File: src/rtl/decode_ctrl_stage.sv
// ============================================================================
// Module   : decode_ctrl_stage
// Purpose  : ID stage control decode with load-use stall detection.
// Revision : 1.0
// ============================================================================
`default_nettype none

module decode_ctrl_stage #(
    parameter int INST_W = 32,
    parameter int REG_AW = 5,
    parameter int IMM_W  = 16,
    parameter int CNT_W  = 16
) (
    input  logic              clk,
    input  logic              rst,
    input  logic              i_flush,
    input  logic              i_inst_valid,
    input  logic [INST_W-1:0] i_inst,
    output logic              o_stall,
    output logic              o_ex_valid,
    output logic              o_we_st,
    output logic              o_we_r,
    output logic              o_ma,
    output logic [REG_AW-1:0] o_destAddr,
    output logic [3:0]        o_aluControl,
    output logic [IMM_W-1:0]  o_addr,
    output logic              o_Cin,
    output logic              o_illegal,
    output logic [CNT_W-1:0]  o_stall_cnt
);

    localparam logic [5:0] c_OP_RTYPE = 6'b000000;
    localparam logic [5:0] c_OP_LW    = 6'b100011;
    localparam logic [5:0] c_OP_SW    = 6'b101011;
    localparam logic [5:0] c_OP_ADDI  = 6'b001000;
    localparam logic [3:0] c_ALU_ADD  = 4'b0010;

    typedef enum logic [0:0] {
        ST_RUN   = 1'b0,
        ST_STALL = 1'b1
    } state_t;

    state_t r_state;
    state_t w_state_nxt;

    logic              r_ex_valid, r_we_st, r_we_r, r_ma, r_cin, r_illegal;
    logic [REG_AW-1:0] r_dest;
    logic [3:0]        r_alu;
    logic [IMM_W-1:0]  r_addr;
    logic [CNT_W-1:0]  r_stall_cnt;

    logic              w_ex_valid, w_we_st, w_we_r, w_ma, w_cin, w_illegal;
    logic [REG_AW-1:0] w_dest;
    logic [3:0]        w_alu;
    logic [IMM_W-1:0]  w_addr;

    logic [5:0]        w_op;
    logic [REG_AW-1:0] w_rs, w_rt, w_rd;
    logic              w_uses_rt;
    logic              w_hazard;
    logic              w_stall;

    assign w_op      = i_inst[31:26];
    assign w_rs      = REG_AW'(i_inst[25:21]);
    assign w_rt      = REG_AW'(i_inst[20:16]);
    assign w_rd      = REG_AW'(i_inst[15:11]);
    assign w_uses_rt = (w_op == c_OP_RTYPE) || (w_op == c_OP_SW);

    // Load-use: the instruction in ID reads the register a load in EX is about to fill.
    assign w_hazard = i_inst_valid && r_ex_valid && r_ma && (r_dest != '0) &&
                      ((w_rs == r_dest) || (w_uses_rt && (w_rt == r_dest)));

    always_comb begin
        w_state_nxt = r_state;
        w_stall     = 1'b0;
        case (r_state)
            ST_RUN: begin
                w_stall = w_hazard && !i_flush && !rst;
                if (w_stall) begin
                    w_state_nxt = ST_STALL;
                end
            end
            ST_STALL: begin
                w_state_nxt = ST_RUN;
            end
            default: begin
                w_state_nxt = ST_RUN;
            end
        endcase
    end

    always_comb begin
        w_ex_valid = 1'b0;
        w_we_st    = 1'b0;
        w_we_r     = 1'b0;
        w_ma       = 1'b0;
        w_cin      = 1'b0;
        w_illegal  = 1'b0;
        w_dest     = '0;
        w_alu      = '0;
        w_addr     = '0;
        if (!i_flush && !w_stall && i_inst_valid) begin
            case (w_op)
                c_OP_RTYPE: begin
                    w_ex_valid = 1'b1;
                    w_we_r     = 1'b1;
                    w_dest     = w_rd;
                    w_alu      = i_inst[3:0];
                    w_cin      = i_inst[4];
                    w_addr     = i_inst[IMM_W-1:0];
                end
                c_OP_LW: begin
                    w_ex_valid = 1'b1;
                    w_we_r     = 1'b1;
                    w_ma       = 1'b1;
                    w_dest     = w_rt;
                    w_alu      = c_ALU_ADD;
                    w_addr     = i_inst[IMM_W-1:0];
                end
                c_OP_SW: begin
                    w_ex_valid = 1'b1;
                    w_we_st    = 1'b1;
                    w_dest     = w_rt;
                    w_alu      = c_ALU_ADD;
                    w_addr     = i_inst[IMM_W-1:0];
                end
                c_OP_ADDI: begin
                    w_ex_valid = 1'b1;
                    w_we_r     = 1'b1;
                    w_dest     = w_rt;
                    w_alu      = c_ALU_ADD;
                    w_addr     = i_inst[IMM_W-1:0];
                end
                default: begin
                    w_illegal = 1'b1;
                end
            endcase
        end
    end

    always_ff @(posedge clk) begin
        if (rst || i_flush) begin
            r_state <= ST_RUN;
        end else begin
            r_state <= w_state_nxt;
        end
    end

    always_ff @(posedge clk) begin
        if (rst) begin
            r_ex_valid  <= 1'b0;
            r_we_st     <= 1'b0;
            r_we_r      <= 1'b0;
            r_ma        <= 1'b0;
            r_cin       <= 1'b0;
            r_illegal   <= 1'b0;
            r_dest      <= '0;
            r_alu       <= '0;
            r_addr      <= '0;
            r_stall_cnt <= '0;
        end else begin
            r_ex_valid <= w_ex_valid;
            r_we_st    <= w_we_st;
            r_we_r     <= w_we_r;
            r_ma       <= w_ma;
            r_cin      <= w_cin;
            r_illegal  <= w_illegal;
            r_dest     <= w_dest;
            r_alu      <= w_alu;
            r_addr     <= w_addr;
            if (w_stall && !(&r_stall_cnt)) begin
                r_stall_cnt <= r_stall_cnt + CNT_W'(1);
            end
        end
    end

    assign o_stall      = w_stall;
    assign o_ex_valid   = r_ex_valid;
    assign o_we_st      = r_we_st;
    assign o_we_r       = r_we_r;
    assign o_ma         = r_ma;
    assign o_destAddr   = r_dest;
    assign o_aluControl = r_alu;
    assign o_addr       = r_addr;
    assign o_Cin        = r_cin;
    assign o_illegal    = r_illegal;
    assign o_stall_cnt  = r_stall_cnt;

endmodule

`default_nettype wire

File: config.mk
export PLATFORM = sky130hd
export DESIGN_NAME = decode_ctrl_stage
export DESIGN_NICKNAME = d
export VERILOG_FILES = /design/src/rtl/decode_ctrl_stage.sv
export SDC_FILE = /design/constraint.sdc
export NUM_CORES = 1
export LEC_CHECK = 0
export ABC_CLOCK_PERIOD_IN_PS = 1880
export BUFFER_PORTS_ARGS = -buffer_cell sky130_fd_sc_hd__buf_2
export CAP_MARGIN = 30
export CORE_MARGIN = 2
export CORE_UTILIZATION = 42
export DETAILED_ROUTE_END_ITERATION = 16
export PLACE_DENSITY = 0.74
export SLEW_MARGIN = 15
export SYNTH_ARGS = -nofsm -noshare
export SYNTH_HDL_FRONTEND = slang
export SYNTH_SLANG_ARGS = --single-unit
File: constraint.sdc
create_clock -name clk -period 1.88 [get_ports clk]
set_input_delay 0.376 -clock clk [delete_from_list [all_inputs] [get_ports clk]]
set_output_delay 0.376 -clock clk [all_outputs]
set_load 0.01 [all_outputs]
## Word level (Yosys, flattened, before mapping)

Index checks and enable logic that the tools add are counted.

- Bits in registers: 48
- Output and inout port bits: 48
- Word-level logic and storage cells: 57

- $add $sub $neg: 1
- Eq/ne operators: 5
- Mux-type cells: 10
- Bitwise operators: 4
- Reduce and logical (&&, ||, !) cells: 26

Operator list:

| cell | count |
|---|---|
| $add 16x1->16 const B | 1 |
| $reduce_and 16->1 | 1 |
| $eq 6x6->1 const B | 2 |
| $reduce_or 3->1 | 4 |
| $eq 5x5->1 | 2 |
| $logic_and 1x1->1 | 10 |
| $pmux 5 s2 | 1 |
| $pmux 4 s2 | 1 |
| $mux 1 | 7 |
| $eq 6x4->1 const B | 1 |
| $logic_not 6->1 | 1 |
| $reduce_bool 5->1 | 1 |
| $logic_not 1->1 | 4 |
| $not 1->1 | 4 |
| $reduce_or 4->1 | 1 |
| $logic_or 1x1->1 | 3 |
| $pmux 1 s2 | 1 |
| $reduce_or 2->1 | 1 |

## Longest topological paths before layout

- Depth in word-level cells: 13
- Depth in mapped cells: 8
- Mapped depth without buffers: 7

## Worst setup path after synthesis

No wires, ideal clock.

- Path kind: register -> register
- From: register r_stall_cnt[0], in the netlist o_stall_cnt[0]
- To: register r_stall_cnt[13], in the netlist o_stall_cnt[13]
- Library setup time: 0.070 ns
- Arrival time: 1.968 ns
- Required time: 1.810 ns
- Path slack: -0.159 ns
- Cell stages (with the launch flop): 9
- Path buffers: 1
- Period minus slack after synthesis: 2.039 ns
- Path through: dfxtp_1 -> ha_1 -> and3_1 -> and3_1 -> buf_2 -> nand3_4 -> nand3_1 -> or4_1 -> a21oi_1

- Word-level cells in the longest chain between the ends: 3

Ends and longest elaborated chain:

| element | line | text |
|---|---|---|
| from (decl) | 50 | `logic [CNT_W-1:0] r_stall_cnt;` |
| from (signal assigned) | 172 | `r_stall_cnt <= r_stall_cnt + CNT_W'(1);` |
| parallel branches: the longest is 3 deep, another holds $add 16x1->16 | -- |  |

Several ways; the timed one is not identified.
A chain may end at the register's enable or synchronous reset.

## Final worst setup path

- From: input i_inst[26]
- To: register r_stall_cnt[0], in the netlist o_stall_cnt[0]

- Word-level cells in the longest chain between the ends: 9

Ends and longest elaborated chain:

| element | line | text |
|---|---|---|
| from (decl) | 18 | `input logic [INST_W-1:0] i_inst,` |
| $eq 6x6->1 / $logic_not 6->1 (equally long branches) | 67 | `assign w_uses_rt = (w_op == c_OP_RTYPE) \|\| (w_op == c_OP_SW);` |
| $logic_or 1x1->1 * | 67 |  |
| $logic_and 1x1->1 * | 71 | `((w_rs == r_dest) \|\| (w_uses_rt && (w_rt == r_dest)));` |
| $logic_or 1x1->1 * | 71 |  |
| $logic_and 1x1->1 * | 70 | `assign w_hazard = i_inst_valid && r_ex_valid && r_ma && (r_dest != '0) &&` |
| $logic_and 1x1->1 * (2 in a row) | 78 | `w_stall = w_hazard && !i_flush && !rst;` |
| $mux 1 * | 76 | `case (r_state)` |
| $logic_and 1x1->1 * | 171 | `if (w_stall && !(&r_stall_cnt)) begin` |

Mark *: on every way between the ends. The rest lies on a longest branch, timed or not.

==> impl_metrics.yaml <==
run_status:
  status: "complete, but fails checks"
  violations: "setup timing"
logic_synthesis:
  yosysTopAreaCell: "dfxtp_1"
  synth_edf_count: 0
  yosysMostFrequentCell: "dfxtp_1"
  syn_inst: 210
  yosys-top-cells-count: "dfxtp_1, and3_1, a21oi_1, and2_1, nor2_1"
  synthTopCellsByArea: "dfxtp_1, and3_1, and2_1, a21oi_1, o21ai_0"
  synth_top_area_frac: 0.492
  synth_ff_type: "dfxtp_1"
  ys_types: 36
  syn-cell-area_sq_um: 1950
  synth.avg_cell_area_sq_um: 9.29
  syn_nets: 247
  yosysWarningCount: 0
  synth_seq_cells: 48
  yosysSeqAreaShare: 0.492
  async_flop_share: 0
timing:
  drv_slew: 0
  setup_viol: 48
  relSlewSlack: 0.740
  finalWorstSetupSlack_ps: -257
  hold_violations: 0
  rsz0062_at_grt: "true"
  timing.final.crit_share: 1.14
  fin_crit_ps: 2140
  fin_setup_tns_ps: -5970
  worst-slew-pin-transition_ps: 385
  max_clock_freq_mhz: 468
  skew_ps: 7.04
critical_path:
  startpoint_type: "input pin"
  crit_fanout: 6
  critPathRequiredTime_ps: 2120
  crit_arrival_ps: 2370
  path_cells: "buf_4 -> nor4_4 -> a21oi_2 -> nor4_4 -> o21bai_4 -> buf_4 -> buf_6 -> bufbuf_16 -> or3_1 -> a21oi_1"
  end_kind: "flip-flop"
  critPathSlowestCell: "or3_1"
  path_class: "input pin to flip-flop"
  max_stage_delay_ps: 360
drt:
  drtPass1Iterations: 4
  vias_per_cell: 5.30
  drt_iter0_drc: 117
  routed_wl_mm: 6.41
  drc_errors: 0
  antenna_left: 0
  wire_per_inst_um: 16.2
  vias: 2100
clock_network:
  clock_latency_ps: 310
  ctsHoldBuffers: 0
  cts.sink_count: 48
  h-tree-depth: 2
  cts_tree: "yes"
  cts_root_buf: "clkbuf_8"
  numCtsBuffers: 5
  clockBufferDepth: 2
  path_clk_slew_ps: 90
finish:
  n_antenna_cell: 0
  area_growth_pct: 70.5
  seqCellArea_sq_um: 970
  fill_cells: 269
  nets: 380
  multiInputGateArea_sq_um: 1240
  postLayoutCoreUtil: 0.754
  drive_gt1_frac: 0.610
global_routing:
  grt_pass1_wl_mm: 8.76
  antenna_found_initial: 0
  grt_use_total: 0.215
  grt_remaining_overflow: 0
  grt_pass1_vias: 1971
  grt_start_max_net_pins: 20
floorplanning:
  dieArea_sq_um: 5210
  initial_core_util: 0.442
  dieWidth_um: 72.2
  rows: 24
  placeableCoreArea_sq_um: 4410
  die_h_um: 72.2
  io_pins: 84
power:
  ir_worst_vdd_v: 0.000400
  p_leak_nw: 1.57
  powerDensity_nw_per_um2: 578
worst_hold_path:
  min_path_type: "input pin to flip-flop"
placed_design:
  gp_congestion: 0.798
  dp_slack_ps: -327
  place_hpwl_mm: 3.67
  io_buffer_count: 83
run:
  max-cap-violations: 0
[state kept, by name, summed over array words and instances (netlist names)]
register	count
o_addr	16
o_stall_cnt	16
o_destAddr	5
o_aluControl	4
o_Cin	1
o_ex_valid	1
o_illegal	1
o_ma	1
o_we_r	1
o_we_st	1
r_state	1
[per-layer routing]
layer	vias up	track usage	routed length (um)	part of all wire
li1	1012	-	-	-
met5	-	0	0	0
met4	0	0.119	161	0.025
met3	16	0.0417	318	0.050
met1	995	0.241	2560	0.40
met2	77	0.380	3380	0.53
[cells in the final DEF (no fill, tap or decap), types with 4 or more instances in the layout]
cell type  instances
nand4_1            5
buf_2             80
inv_1              5
dfxtp_1           41
buf_6             11
or3_4              5
or3_1              4
nand2_1            7
o21ai_0            9
buf_4             38
and2_1            11
a22oi_1            5
or4_4              4
nor2_1             5
dfxtp_2            7
nor2_2             6
clkbuf_8           5
xnor2_1            5
nand3_1            4
and3_1            14
a21oi_1            4
and2_4             4
a21oi_2           11
[power by group]
part | internal (W) | switching, W | total, W
Sequential | 0.00102 | 0.00000103 | 0.00102
Clock | 0.000401 | 0.000367 | 0.000768
Combinational | 0.0000651 | 0.0000712 | 0.000136
[final timing paths]
kind	from	endpoint	slack, ps	cells past startpoint
worst max-delay path	i_inst[26]	o_stall_cnt[0]	-260	10
worst min-delay path	i_inst[5]	o_addr[5]	260	2
worst max register to register	o_destAddr[3]	o_stall_cnt[0]	-250	10
worst min register to register	o_stall_cnt[15]	o_stall_cnt[15]	520	2
[worst max-delay path: cells and delay by family]
kind            cells  cell delay, ps
buf+inv             4             660
compound gates      3             300
simple gates        3            1020
[logic make-up (layout without fill, tap and decap cells)]
| kind of cell | count (synthesis) | count (layout) | share of synthesized area |
|---|---|---|---|
| flip-flops | 48 | 48 | 0.492 |
| AND/OR/NAND/NOR | 94 | 95 | 0.292 |
| multiplexers | 2 | 2 | 0.0115 |
| buffers and inverters | 15 | 148 | 0.0320 |
| XOR/XNOR | 10 | 10 | 0.0449 |
| AO/OA/AOI/OAI | 40 | 40 | 0.121 |
| adder cells (fa/ha/maj) | 1 | 1 | 0.00641 |
[metrics by stage]
stage	power (W)	instances	area, sq um	hold slack, ps
2_1_floorplan	0.00108	210	1980	455
3_3_place_gp	0.00115	366	2660	479
3_5_place_dp	0.00115	366	2660	482
4_1_cts	0.00191	387	3020	264
5_1_grt	0.00197	396	3330	261
6_report	0.00192	396	3330	265
[cell type report]
| type | count | area share |
|---|---|---|
| repair buffers | 134 | 0.276 |
| flip-flops and latches | 48 | 0.291 |
| multi-input cells | 148 | 0.372 |
| clock buffers | 5 | 0.0207 |
| clock inverters | 3 | 0.0139 |
| well taps | 52 | 0.0195 |
| inverters | 6 | 0.00677 |
[timing repair]
| item | in CTS | in global routing |
|---|---|---|
| gates cloned | 2 | 0 |
| endpoints found under the setup margin | 34 | 48 |
| pin swaps | 22 | 22 |
| buffers inserted | 11 | 10 |
| resized for setup | 33 | 59 |
Note: power is estimated with default switching activity, not from simulation.
